File: src/rtl/GLOBAL_PARAM.sv
// Shared FC datapath parameters, bit-width helper and loader state encoding.
package GLOBAL_PARAM;

  localparam int IDX_W = 8;

  // Bits needed to hold the values 0 .. n-1 (at least 1).
  function automatic int bw(input int n);
    return (n < 2) ? 1 : $clog2(n);
  endfunction

  typedef enum logic [2:0] {
    IDLE,
    LOAD,
    LAUNCH,
    START,
    WAIT,
    DRAIN
  } fc_ldr_state_t;

endpackage

File: src/rtl/fc_idx_loader.sv
// Loads a sparse index stream into the index buffer, launches fc_agu over it
// and reports done once the AGU pass and its pipeline have drained.
//
// state  | meaning
// IDLE   | waiting for conf_start
// LOAD   | accepting index beats, one registered buffer write per beat
// LAUNCH | final write on the buffer port, AGU config being prepared
// START  | agu_start pulse, agu_idx_cnt / agu_is_new presented
// WAIT   | AGU read pass in flight (first cycle ignores stale agu_done)
// DRAIN  | counting down the AGU pipeline before done
module fc_idx_loader
  import GLOBAL_PARAM::*;
#(
  parameter int ADDR_W    = 8,
  parameter int DRAIN_CYC = 11
) (
  input  logic               clk,
  input  logic               rst,
  input  logic               conf_start,
  input  logic               conf_is_new,
  input  logic               in_vld,
  output logic               in_rdy,
  input  logic [2*IDX_W-1:0] in_idx,
  input  logic               in_last,
  output logic               idx_wr_en,
  output logic [ADDR_W-1:0]  idx_wr_addr,
  output logic [2*IDX_W-1:0] idx_wr_data,
  output logic               agu_start,
  output logic [7:0]         agu_idx_cnt,
  output logic               agu_is_new,
  input  logic               agu_done,
  output logic               busy,
  output logic               done,
  output logic               err_overflow
);

  localparam int CNT_W = bw(DRAIN_CYC);
  localparam logic [ADDR_W-1:0] PTR_MAX = '1;

  fc_ldr_state_t     state;
  logic [ADDR_W-1:0] ptr;
  logic              full;
  logic              is_new_q;
  logic              wait_1st;
  logic [CNT_W-1:0]  drain_cnt;

  assign in_rdy = (state == LOAD);
  assign busy   = (state != IDLE);

  always_ff @(posedge clk) begin
    if (rst) begin
      state        <= IDLE;
      ptr          <= '0;
      full         <= 1'b0;
      is_new_q     <= 1'b0;
      wait_1st     <= 1'b0;
      drain_cnt    <= '0;
      idx_wr_en    <= 1'b0;
      idx_wr_addr  <= '0;
      idx_wr_data  <= '0;
      agu_start    <= 1'b0;
      agu_idx_cnt  <= '0;
      agu_is_new   <= 1'b0;
      done         <= 1'b0;
      err_overflow <= 1'b0;
    end else begin
      idx_wr_en <= 1'b0;
      agu_start <= 1'b0;
      done      <= 1'b0;
      case (state)
        IDLE: begin
          if (conf_start) begin
            is_new_q     <= conf_is_new;
            ptr          <= '0;
            full         <= 1'b0;
            err_overflow <= 1'b0;
            state        <= LOAD;
          end
        end
        LOAD: begin
          if (in_vld) begin
            // Once every entry is written, further beats are consumed and dropped.
            if (full) begin
              err_overflow <= 1'b1;
            end else begin
              idx_wr_en   <= 1'b1;
              idx_wr_addr <= ptr;
              idx_wr_data <= in_idx;
              if (ptr == PTR_MAX) full <= 1'b1;
              else                ptr  <= ptr + 1'b1;
            end
            if (in_last) state <= LAUNCH;
          end
        end
        LAUNCH: begin
          agu_start   <= 1'b1;
          agu_idx_cnt <= 8'(full ? ptr : ptr - 1'b1);
          agu_is_new  <= is_new_q;
          state       <= START;
        end
        START: begin
          wait_1st <= 1'b1;
          state    <= WAIT;
        end
        WAIT: begin
          if (wait_1st) begin
            wait_1st <= 1'b0;
          end else if (agu_done) begin
            drain_cnt <= CNT_W'(DRAIN_CYC - 1);
            done      <= (DRAIN_CYC == 1);
            state     <= DRAIN;
          end
        end
        DRAIN: begin
          // done is registered one step early so it coincides with count 0.
          if (drain_cnt == '0) begin
            state <= IDLE;
          end else begin
            drain_cnt <= drain_cnt - 1'b1;
            done      <= (drain_cnt == CNT_W'(1));
          end
        end
        default: state <= IDLE;
      endcase
    end
  end

endmodule

File: config.mk
export PLATFORM = sky130hd
export DESIGN_NAME = fc_idx_loader
export DESIGN_NICKNAME = d
export VERILOG_FILES = /design/src/rtl/GLOBAL_PARAM.sv /design/src/rtl/fc_idx_loader.sv
export SDC_FILE = /design/constraint.sdc
export NUM_CORES = 1
export LEC_CHECK = 0
export CAP_MARGIN = 20
export CORE_MARGIN = 5
export CORE_UTILIZATION = 49
export CTS_CLUSTER_DIAMETER = 30
export CTS_CLUSTER_SIZE = 28
export DETAILED_ROUTE_END_ITERATION = 10
export PLACE_DENSITY = 0.84
export SYNTH_ARGS = -nofsm -noshare
export SYNTH_HDL_FRONTEND = slang
export SYNTH_SLANG_ARGS = --single-unit
File: constraint.sdc
create_clock -name clk -period 2.2 [get_ports clk]
set_input_delay 0.44 -clock clk [delete_from_list [all_inputs] [get_ports clk]]
set_output_delay 0.44 -clock clk [all_outputs]
set_load 0.005 [all_outputs]
==> results.ini, run 1 <==
[pwr]
ir_worst_vdd_v=0.000456
pwr-share-clk=0.265
combPwrFrac=0.204
power_switching_uw=552
switching_share=0.270
internal_power_uw=1500
p_seq_frac=0.532
power.leakage_uw=0.00130
p_per_area_mw_per_mm2=649

[timing]
finalMaxSlewViolations=0
skew_ps=8.91
maxSlewHeadroom=0.605
finalHoldViolCount=0
finalCritPeriodShare=0.930
worstMarginPinSlew_ps=593
finalSetupTns_ps=0
setup_viol=0
timing.fmax_ghz=0.489
min_period_ps=2050
rsz0062_at_grt=no

[place]
dp_hpwl_mm=3.83
portBuffers=61
gp_congestion=0.793

[setup_path]
critPathLaunchType=flip-flop
worst-setup-path-type=flip-flop to output pin
crit_arrival_ps=1610
required_ps=1760
end_kind=output pin
r2r_slack_ps=240
critPathMaxFanout=11

[global_route]
grt_overflow_total=0
grt_usage=0.178
grt_antenna_before_repair=0
grt_pass1_vias=2066
grt_max_degree=27
grt_pass1_wl_mm=9.23

[synthesis]
ys_types=45
ys.flop_type=dfxtp_1
avgSynthCellArea_um2=8.99
yosysTopAreaCell=dfxtp_1
async_flop_share=0
syn-num-nets=299
synthTopCellsByArea=dfxtp_1 (45%), mux2i_1 (10%), nor2_1 (6.4%)
synth_area_mm2=0.00244
yosysMostFrequentCell=dfxtp_1
ys_ff_latch=55
syn_inst=272
yosysWarnings=0
synth_edf_count=0
netlist.area_leader.share=0.450
synth_common_cells=dfxtp_1 (55), nor2_1 (42), mux2i_1 (25), a21oi_1 (16), nand2_1 (16)
synth.yosys.seq_area_share=0.450

[route]
drt-initial-drc-count=85
num_vias=2088
final_antenna_net_count=0
drc=0
drt-total-wl_mm=5.44
top_layer=met4
wl_met1_mm=2.33
wl_per_cell_um=13.9
viasPerCell=5.34
firstDrtPassIters=4
dr_wl_met3_um=365
wl_met2_mm=2.68

[clock_network]
clkTransAtPathRegs_ps=90
cts_made_buffers=5
ctsHoldBuffers=0
clock_latency_ps=300
cts_root_buffer=clkbuf_8
cts_tree=done
cts-resized-gates=0
cts.path.max_buffers=2
cts_setup_buffers=0
clock_sinks=55
htreeDepth=2

[finish]
multi_input_area_mm2=0.00120
nets=350
final-seq-area_mm2=0.00110
utilization=0.660
diodes=0
syn2layout_area_growth_pct=29.2
drive_above_1_share=0.0679
fillers=414

[floorplan]
die_w_um=80.6
die_h_um=80.6
pin_count=62
start_util=0.511
core-area_mm2=0.00479
rows=25
dieArea_mm2=0.00650

[run]
max_cap_viol_count=0

[outcome]
run_status=complete, no violations

[worst_hold_path]
hp-class=flip-flop to flip-flop

==> layout make-up <==
type                            count  share of cell area
Clock buffer                        6              0.0230
Clock inverter                      2             0.00396
Inverter                            9              0.0107
Multi-Input combinational cell    186               0.379
Sequential cell                    55               0.349
Tap cell                           67              0.0265
Timing Repair Buffer               66               0.208
==> per-stage QoR <==
stage	instance area [um^2]	instances	hold slack, ps	total power, uW	setup WS [ps]
4_1_cts	3160	391	465	2060	48.3
2_1_floorplan	2440	272	432	1360	630
5_1_grt	3160	391	479	2170	71.3
6_report	3160	391	465	2050	153
3_3_place_gp	3070	383	444	1520	197
3_5_place_dp	3070	383	452	1530	171
==> routing by layer <==
layer,GRT usage,vias up
li1,-,1030
met1,0.218,988
met2,0.305,62
met3,0.0471,8
met4,0.0490,0
met5,0,-
==> critical path: stages (launching register included) <==
cell,delay (ps)
dfxtp_1,430
or3_1,420
clkdlybuf4s50_1,460
==> power by group through the flow <==
stage | Combinational (uW) | Sequential, uW | Clock (uW)
final | 417 | 1090 | 542
after global routing | 459 | 1100 | 609
after CTS | 421 | 1090 | 554
after detailed placement | 418 | 1110 | 0
after global placement | 409 | 1110 | 0
after floorplan | 269 | 1090 | 0
==> cells in the final DEF (no fill, tap or decap), types with 3 or more instances in the layout <==
master           netlist  routed
or3_1                  5       5
ha_1                   4       4
nand2_1               16      16
o21a_1                 3       3
xnor2_1                5       5
nor3_1                 7       7
mux2i_1               25      25
nand4_1                3       3
buf_4                  3       4
xor2_1                 3       3
a211oi_1               5       5
clkbuf_8               0       5
clkdlybuf4s50_1        0      60
o21ai_0                6       6
nor2_1                42      42
dfxtp_1               55      53
and2_1                 4       4
a21oi_1               16      16
inv_1                  9       9
nand3_1                8       8
==> registers in the layout, summed over array words and instances (netlist names) <==
register	cells
agu_idx_cnt	8
agu_is_new	1
agu_start	1
done	1
drain_cnt	4
err_overflow	1
full	1
idx_wr_addr	8
idx_wr_data	16
idx_wr_en	1
is_new_q	1
ptr	8
state	3
wait_1st	1
==> kinds of logic (layout without fill, tap and decap cells) <==
family | count (synthesis) | after routing | synth area share
AO/OA/AOI/OAI | 43 | 43 | 0.116
XOR/XNOR | 8 | 8 | 0.0287
adder cells (fa/ha/maj) | 4 | 4 | 0.0205
buffers and inverters | 31 | 83 | 0.0604
flip-flops | 55 | 55 | 0.450
multiplexers | 26 | 26 | 0.107
AND/OR/NAND/NOR | 105 | 105 | 0.217
==> path summary, 6_finish.rpt <==
check                              start                          end  cells past startpoint
max                state[0]$_SDFFE_PP0P_                         busy                      2
min          agu_idx_cnt[0]$_SDFFE_PP0P_  agu_idx_cnt[0]$_SDFFE_PP0P_                      2
max reg2reg          ptr[0]$_SDFFE_PP0P_          ptr[1]$_SDFFE_PP0P_                      6
min reg2reg  agu_idx_cnt[0]$_SDFFE_PP0P_  agu_idx_cnt[0]$_SDFFE_PP0P_                      2
(Power assumes the default switching activity.)
==> inputs of run 2 (changes only) <==
HOLD_SLACK_MARGIN = 0.06   (was unset)
==> results of run 2 <==
No change in the layout: final DEF, timing and power equal those of run 1.
